[config.mk]
export PLATFORM = sky130hd
export DESIGN_NAME = char_writer
export DESIGN_NICKNAME = d
export VERILOG_FILES = /design/src/rtl/char_pkg.sv /design/src/rtl/char_clear_seq.sv /design/src/rtl/char_writer.sv
export SDC_FILE = /design/constraint.sdc
export NUM_CORES = 1
export LEC_CHECK = 0
export ABC_CLOCK_PERIOD_IN_PS = 1980
export BUFFER_PORTS_ARGS = -buffer_cell sky130_fd_sc_hd__buf_2
export CORE_MARGIN = 2
export CORE_UTILIZATION = 34
export DETAILED_ROUTE_END_ITERATION = 10
export GPL_TIMING_DRIVEN = 0
export SYNTH_ARGS = -nofsm -noshare
export SYNTH_HDL_FRONTEND = slang
export SYNTH_SLANG_ARGS = --single-unit
[constraint.sdc]
create_clock -name clk -period 1.98 [get_ports clk]
set_input_delay 0.297 -clock clk [delete_from_list [all_inputs] [get_ports clk]]
set_output_delay 0.297 -clock clk [all_outputs]
set_load 0.05 [all_outputs]
[src/rtl/char_pkg.sv]
// Shared constants, control codes and state encoding for char_writer.
// Geometry is COLS x ROWS cells, address = {row, col}.
package char_pkg;

  localparam int COLS = 64;
  localparam int ROWS = 16;
  localparam int CW   = $clog2(COLS);
  localparam int RW   = $clog2(ROWS);
  localparam int AW   = CW + RW;

  localparam logic [7:0] FILL_DEFAULT = 8'h20;

  localparam logic [7:0] CH_BS  = 8'h08;
  localparam logic [7:0] CH_LF  = 8'h0A;
  localparam logic [7:0] CH_FF  = 8'h0C;
  localparam logic [7:0] CH_CR  = 8'h0D;
  localparam logic [7:0] CH_ESC = 8'h1B;

  typedef enum logic [1:0] {
    IDLE,
    CLR_LINE,
    CLR_SCREEN
`ifdef CHAR_WRITER_ESC_EN
    ,ESC
`endif
  } state_t;

  function automatic logic printable(input logic [7:0] b);
    return (b >= 8'h20) && (b <= 8'h7E);
  endfunction

endpackage

[src/rtl/char_clear_seq.sv]
// Address walker for clear runs: start strobe loads start/end, then one
// address per cycle (waddr/wen) until end; done marks the last address.
module char_clear_seq
  import char_pkg::*;
(
  input  logic          clk,
  input  logic          clr_n,
  input  logic          start,
  input  logic [AW-1:0] start_addr,
  input  logic [AW-1:0] end_addr,
  output logic [AW-1:0] waddr,
  output logic          wen,
  output logic          done
);

  logic [AW-1:0] cnt;
  logic [AW-1:0] last;
  logic          active;

  always_ff @(posedge clk or negedge clr_n) begin
    if (!clr_n) begin
      cnt    <= '0;
      last   <= '0;
      active <= 1'b0;
    end else if (start) begin
      cnt    <= start_addr;
      last   <= end_addr;
      active <= 1'b1;
    end else if (active) begin
      cnt <= cnt + 1'b1;
      if (cnt == last) active <= 1'b0;
    end
  end

  assign waddr = cnt;
  assign wen   = active;
  assign done  = active && (cnt == last);

endmodule

[src/rtl/char_writer.sv]
// Byte-stream writer for the character buffer: cursor, wrap, clears.
// Ports: clk/clr_n, din/din_valid/din_ready, buffer_*, cursor_*, busy. Option: CHAR_WRITER_ESC_EN.
module char_writer
  import char_pkg::*;
#(
  parameter logic [7:0] FILL_CHAR = FILL_DEFAULT
) (
  input  logic        clk,
  input  logic        clr_n,
  input  logic [7:0]  din,
  input  logic        din_valid,
  output logic        din_ready,
  output logic [9:0]  buffer_waddr,
  output logic [7:0]  buffer_din,
  output logic        buffer_wen,
  output logic [3:0]  cursor_row,
  output logic [5:0]  cursor_col,
  output logic        busy
);

  state_t state, state_d;

  logic          take;
  logic          in_idle;
  logic          is_print;
  logic          adv;
  logic          ff_go;
  logic [RW-1:0] nrow;
  logic [RW-1:0] row_d;
  logic [CW-1:0] col_d;
  logic          wen_d;
  logic [AW-1:0] waddr_d;
  logic [7:0]    wdat_d;
  logic          busy_d;
  logic          start;
  logic [AW-1:0] s_addr;
  logic [AW-1:0] e_addr;
  logic [AW-1:0] seq_addr;
  logic          seq_wen;
  logic          seq_done;
  logic          clearing;

`ifdef CHAR_WRITER_ESC_EN
  logic esc_go;
  logic in_esc;
  assign din_ready = (state == IDLE) || (state == ESC);
  assign in_esc    = (state == ESC) && take;
  assign esc_go    = in_idle && (din == CH_ESC);
`else
  assign din_ready = (state == IDLE);
`endif

  assign take     = din_valid && din_ready;
  assign in_idle  = (state == IDLE) && take;
  assign is_print = printable(din);
  assign nrow     = cursor_row + 1'b1;
  assign ff_go    = in_idle && (din == CH_FF);
  assign clearing = (state == CLR_LINE) || (state == CLR_SCREEN);

  // Autowrap and LF share the same line advance into CLR_LINE.
  assign adv = in_idle &&
    ((is_print && cursor_col == CW'(COLS - 1)) || din == CH_LF);

  char_clear_seq u_seq (
    .clk        (clk),
    .clr_n      (clr_n),
    .start      (start),
    .start_addr (s_addr),
    .end_addr   (e_addr),
    .waddr      (seq_addr),
    .wen        (seq_wen),
    .done       (seq_done)
  );

  always_ff @(posedge clk or negedge clr_n) begin
    if (!clr_n) state <= IDLE;
    else        state <= state_d;
  end

  always_comb begin
    state_d = state;
    unique case (state)
      IDLE: begin
        unique case (1'b1)
          adv:    state_d = CLR_LINE;
          ff_go:  state_d = CLR_SCREEN;
`ifdef CHAR_WRITER_ESC_EN
          esc_go: state_d = ESC;
`endif
          default: ;
        endcase
      end
      CLR_LINE, CLR_SCREEN: begin
        if (seq_done) state_d = IDLE;
      end
`ifdef CHAR_WRITER_ESC_EN
      ESC: begin
        if (take) state_d = (din == "J") ? CLR_SCREEN : IDLE;
      end
`endif
      default: state_d = IDLE;
    endcase
  end

  always_comb begin
    row_d   = cursor_row;
    col_d   = cursor_col;
    wen_d   = 1'b0;
    waddr_d = buffer_waddr;
    wdat_d  = buffer_din;
    start   = 1'b0;
    s_addr  = {nrow, {CW{1'b0}}};
    e_addr  = {nrow, {CW{1'b1}}};
    if (in_idle) begin
      unique case (1'b1)
        is_print: begin
          wen_d   = 1'b1;
          waddr_d = {cursor_row, cursor_col};
          wdat_d  = din;
          col_d   = cursor_col + 1'b1;
        end
        din == CH_CR: col_d = '0;
        din == CH_BS: begin
          if (cursor_col != '0) col_d = cursor_col - 1'b1;
        end
        din == CH_FF: begin
          row_d  = '0;
          col_d  = '0;
          start  = 1'b1;
          s_addr = '0;
          e_addr = '1;
        end
        default: ;
      endcase
    end
    if (adv) begin
      row_d = nrow;
      start = 1'b1;
    end
`ifdef CHAR_WRITER_ESC_EN
    if (in_esc) begin
      unique case (din)
        "A": if (cursor_row != '0) row_d = cursor_row - 1'b1;
        "B": if (cursor_row != RW'(ROWS - 1)) row_d = nrow;
        "C": if (cursor_col != CW'(COLS - 1)) col_d = cursor_col + 1'b1;
        "D": if (cursor_col != '0) col_d = cursor_col - 1'b1;
        "H": begin
          row_d = '0;
          col_d = '0;
        end
        "J": begin
          start  = 1'b1;
          s_addr = {cursor_row, cursor_col};
          e_addr = '1;
        end
        default: ;
      endcase
    end
`endif
    if (clearing && seq_wen) begin
      wen_d   = 1'b1;
      waddr_d = seq_addr;
      wdat_d  = FILL_CHAR;
    end
    busy_d = (state_d == CLR_LINE) || (state_d == CLR_SCREEN);
  end

  always_ff @(posedge clk or negedge clr_n) begin
    if (!clr_n) begin
      cursor_row   <= '0;
      cursor_col   <= '0;
      buffer_wen   <= 1'b0;
      buffer_waddr <= '0;
      buffer_din   <= '0;
      busy         <= 1'b0;
    end else begin
      cursor_row   <= row_d;
      cursor_col   <= col_d;
      buffer_wen   <= wen_d;
      buffer_waddr <= waddr_d;
      buffer_din   <= wdat_d;
      busy         <= busy_d;
    end
  end

endmodule

; Yosys cells after proc, flatten, opt, wreduce, memory -nomap -nowiden
; Index checks and enable logic that the tools add are counted.
[op_classes]
muxes = 29
addsub = 4
eq_ne = 11
n_lt_le_gt_ge = 2
n_reduce_logical = 24
[op_table]
columns = op, count
row1 = two-way mux 10 bit, 9
row2 = equality test 8 x 4 -> 1 bit (second input constant), 4
row3 = two-way mux 8 bit, 3
row4 = case mux 6 bit (3 select lines), 1
row5 = two-way mux 4 bit, 3
row6 = adder 10 x 1 -> 10 bit (second input constant), 1
row7 = equality test 10 bit, 1
row8 = nonzero test 2 bit, 5
row9 = two-way mux 1 bit, 9
row10 = greater-or-equal comparator 8 x 6 -> 1 bit (second input constant), 1
row11 = <= comparator 8 x 7 -> 1 bit (second input constant), 1
row12 = logical AND 1 bit, 8
row13 = case mux 2 bit (2 select lines), 2
row14 = adder 6 x 1 -> 6 bit (second input constant), 1
row15 = equality test 6 bit (second input constant), 1
row16 = two-way mux 6 bit, 1
row17 = nonzero test 6 bit, 1
row18 = subtractor 6 x 1 -> 6 bit (second input constant), 1
row19 = adder 4 x 1 -> 4 bit (second input constant), 1
row20 = equality test 2 x 1 -> 1 bit (second input constant), 2
row21 = equality test 2 bit (second input constant), 2
row22 = AND reduction 2 bit, 2
row23 = OR reduction 2 bit, 2
row24 = logical OR 1 bit, 3
row25 = other kinds (5), 5
[totals]
out_inout_bits = 31
input_bits = 11
register_bits = 53

; Depth between registers and ports, before layout
[depth]
ltp_word = 9
ltp_mapped = 9
ltp_nobuf = 9

; Modules after synthesis
; Synthesis repeated with hierarchy kept, for this count alone.
[hier_totals]
hier_cells = 300
hier_area_um2 = 2959.1
[modules_own_cells]
columns = mod, cells_each, area_each_um2, n_inst
row1 = char_writer, 199, 1869.3, 1
row2 = char_clear_seq, 101, 1089.8, 1

; Least setup slack after synthesis
; No wires, ideal clock.
[synth_path]
kind = input port to flip-flop
start = input port din[4]
end = register cursor_col[5]
setup_slack_ns = -0.573
cell_stages = 9
arrival_ns = 2.432
path_cell_list = nor4_1 > and2_1 > nor3b_1 > ha_1 > a211oi_1 > o21bai_1 > mux2i_1 > and3_1 > o22a_1
[synth_between]
elab_chain_len = 4
word_cells_on_any_way = 11
cone_classes = order compare (2) / eq/ne (4) / mux (1) / reduce/logical (4)
[synth_lines]
columns = item, line_no
row1 = "start, declared", char_writer.sv:10  ; input logic [7:0] din,
row2 = "greater-or-equal comparator 8 x 6 -> 1 bit, or another cell as far along", char_pkg.sv:29  ; return (b >= 8'h20) && (b <= 8'h7E);
row3 = logical AND 1 bit / OR reduction 2 bit (equally long branches), n/a
row4 = nonzero test 3 bit (no line), n/a
row5 = AND reduction 3 bit (no line), n/a
row6 = "end signal, assigned", char_writer.sv:178  ; cursor_col <= col_d;
row7 = "end, declared", char_writer.sv:17  ; output logic [5:0] cursor_col,
; Several ways; a longest one is shown, not always the timed one.
; A chain may end at the register's enable or synchronous reset.

; Final worst setup path
[layout_path]
start = register state[0]
end = register cursor_col[5]
[layout_between]
elab_chain_len = 4
[layout_lines]
columns = item, line_no
row1 = "start, declared", char_writer.sv:21  ; state_t state, state_d;
row2 = "start signal, assigned", char_writer.sv:77  ; else state <= state_d;
row3 = zero test 2 bit *, "char_writer.sv:50, char_writer.sv:54"
row4 = logical AND 1 bit, char_writer.sv:53  ; assign take = din_valid && din_ready;
row5 = logical AND 1 bit *, char_writer.sv:54  ; assign in_idle = (state == IDLE) && take;
row6 = AND reduction 3 bit (no line) *, n/a
; Every way passes the cells marked *; elsewhere a longest branch is shown, timed or not.

==> out/metrics.csv <==
stage,metric,value,unit
routing,routed vias,2167,
layout,Diodes inserted,0,
synth,"area leader, netlist",dfrtp_1,
sta,final setup fails,4,
power_and_ir_drop,PD cells,575,nW/um^2
setup_path,maximum fanout along the worst path,7,
routing,first drt pass iteration count,4,
synth,total number of yosys warnings,0,
routing,DRC viols,0,
sta,Final min period,2020,ps
layout,final core utilization,47.5,%
floorplanning,Initial Util,35.6,%
sta,relative slew slack,25.9,%
floorplanning,chip height,91.6,um
global_route,grt met3 use,2.49,%
synth,mapped cell area,2610,um^2
layout,Nets,346,
synth,Synth Net Count,281,
layout,share of layout cells above drive strength 1,33.0,%
setup_path,CP required,2220,ps
status,status,finished with violations,
power_and_ir_drop,Final Total Pwr,2.00,mW
clock_network,CTS buffer count,5,
global_route,Most Crowded Layer GR,met2,
clock_network,clock sinks,48,
global_route,global-route wire length before repair,10400,um
floorplanning,Die ar.,8390,um^2
clock_network,# H-tree levels,2,
global_route,met2 Use GR,27.0,%
setup_path,Critical R2R Launch,state[0],
routing,1st-iter DRT viols,94,
synth,syn_area_per_cell,9.99,um^2
floorplanning,Core Region,7330,um^2
sta,count of final hold-check violations,0,
placed_design,HPWL after detailed placement,4430,um
global_route,grt ovf,0,
floorplanning,number of core rows,31,
sta,f_max,495,MHz
clock_network,worst-case clock buffer depth,2,
floorplanning,I/O Pins,42,
setup_path,Worst Setup End Kind,register,
sta,fin. max-slew vios,0,
setup_path,Critical Path Source,state[0],
sta,setup TNS,-94.4,ps
clock_network,CTS tree,built,
synth,Cells after Synth,261,
clock_network,clk_lat worst skew,300,ps
global_route,largest net degree at the start of global routing,49,
synth,share of the synthesized area in the top cell type,46.1,%
synth,Most used DFF post-synth,dfrtp_1,
sta,setup ws final,-40.1,ps
sta,final period utilization,102,%
synth,commonest cells in the netlist,"48 x dfrtp_1, 28 x nand2_1, 24 x nor2_1, 22 x o21ai_0, 21 x mux2i_1",
synth,Post-synth EDFFs,0,
synth,post-synthesis register bit count,48,
placed_design,pre-CTS WS,-600,ps
power_and_ir_drop,LEAKAGE,1.53,nW
sta,RSZ-0062 raised after global routing,yes,
floorplanning,Die Wd,91.6,um
setup_path,CP startpoint kind,register,
setup_path,Crit Path Class,register to register,
clock_network,Root Driver,clkbuf_8,
status,failing checks,setup timing,
placed_design,IO Port Bufs,41,
synth,asr flop ratio synth,100,%
sta,skew final,10.3,ps
routing,Routed WL per cell,15.1,um
routing,ANT nets after route,0,
synth,synth top area cells,"dfrtp_1 46%, mux2i_1 8.1%, o21ai_0 4.2%, nand2_1 4.0%, xor2_1 4.0%",
routing,WL final,6440,um
global_route,Global Route Usage Sum,15.5,%
routing,vias per inst,5.09,
layout,Layout area overhead,33.5,%
run,max-cap violations,0,
power_and_ir_drop,VDD IR-drop max,0.296,mV
clock_network,Worst-path clk slew,90,ps
global_route,GRT met1 Usage,19.9,%
min_path,path type of the worst min-delay path,input pin to asynchronous set/reset pin,
global_route,initial antenna violation count,0,
synth,"count leader, synth",dfrtp_1,
sta,Worst-Margin Slew,1110,ps
setup_path,"Arr. time, crit path",2260,ps
synth,register area share after synthesis,46.1,%
clock_network,# hold bufs at CTS,0,
placed_design,Routability Congestion,0.833,
synth,library cells used by synthesis,48,
global_route,number of global-route vias before repair,2162,
## per-layer routing
layer  up-vias  routed length (um)  share of wire [%]
met5         -                   0                  0
li1       1059                   -                  -
met3         6                 220                3.4
met1      1062                2910                 45
met2        40                3250                 50
met4         0                  57               0.89
## stage by stage
step                      instances  cell area (um^2)  hold slack, ps
after floorplan                 261              2670            1.41
after global placement          401              3000             480
after detailed placement        401              3000             487
after CTS                       417              3290             228
after global routing            426              3480             230
final                           426              3480             209
## power by group
group | switching, mW | total [mW] | internal (mW)
logic | 0.0458 | 0.0680 | 0.0222
registers | 0 | 0.979 | 0.979
clock network | 0.324 | 0.955 | 0.631
## what timing repair did
action,CTS,global route
cloned,0,2
setup buffers,8,8
pin swaps,8,8
gates resized for setup,18,23
endpoints found under the setup margin,47,43
endpoints found under the hold margin,0,0
## placed cells by master, fill, tap and decap left out, types with 5 or more instances in the layout
cell type,n
a21oi_1,8
buf_2,39
buf_4,15
clkbuf_8,5
dfrtp_1,46
ha_4,5
inv_1,5
mux2i_1,21
nand2_1,26
nand3_1,7
nand4_1,5
nor2_1,23
o21ai_0,10
o21ai_1,12
xnor2_1,6
xor2_1,12
## logic make-up (layout without fill, tap and decap cells)
kind of cell | count (synthesis) | after routing | synth area share, %
AO/OA/AOI/OAI | 56 | 56 | 14.4
XOR/XNOR | 18 | 18 | 6.05
adder cells (fa/ha/maj) | 9 | 9 | 4.61
buffers and inverters | 16 | 82 | 2.83
flip-flops | 48 | 48 | 46.1
multiplexers | 22 | 22 | 8.49
AND/OR/NAND/NOR | 92 | 92 | 17.6
## cell type report
class                   count  area, um^2
well taps                  99         124
clock buffers               5        68.8
clock inverters             3        90.1
plain buffers               8        80.1
inverters                   7        26.3
fillers                   692        3850
flip-flops and latches     48        1200
repair buffers             59         385
multi-input cells         197        1500
## state kept, by name (all words and copies together) (netlist names)
signal,cells
u_seq.waddr,10
buffer_din,8
cursor_col,6
u_seq.last,5
cursor_row,4
busy,1
buffer_waddr,10
state,2
u_seq.wen,1
buffer_wen,1
## final timing paths
check / endpoint / slack [ps] / depth (start not counted)
min: cursor_row[2] / 210 / 1
max reg2reg: cursor_col[5] / -40 / 8
max: cursor_col[5] / -40 / 8
min in group clk: buffer_din[5] / 240 / 2
min reg2reg: buffer_din[7] / 490 / 2
max in group asynchronous: state[1] / 1020 / 1
## critical path, stage by stage (launching register included)
cell and delay (ps):
dfrtp_2 460, inv_2 90, ha_4 180, nand2_8 80
a2111oi_4 370, buf_4 200, o211a_1 270, a21boi_1 190
o22a_1 140
Note: power is estimated with default switching activity, not from simulation.
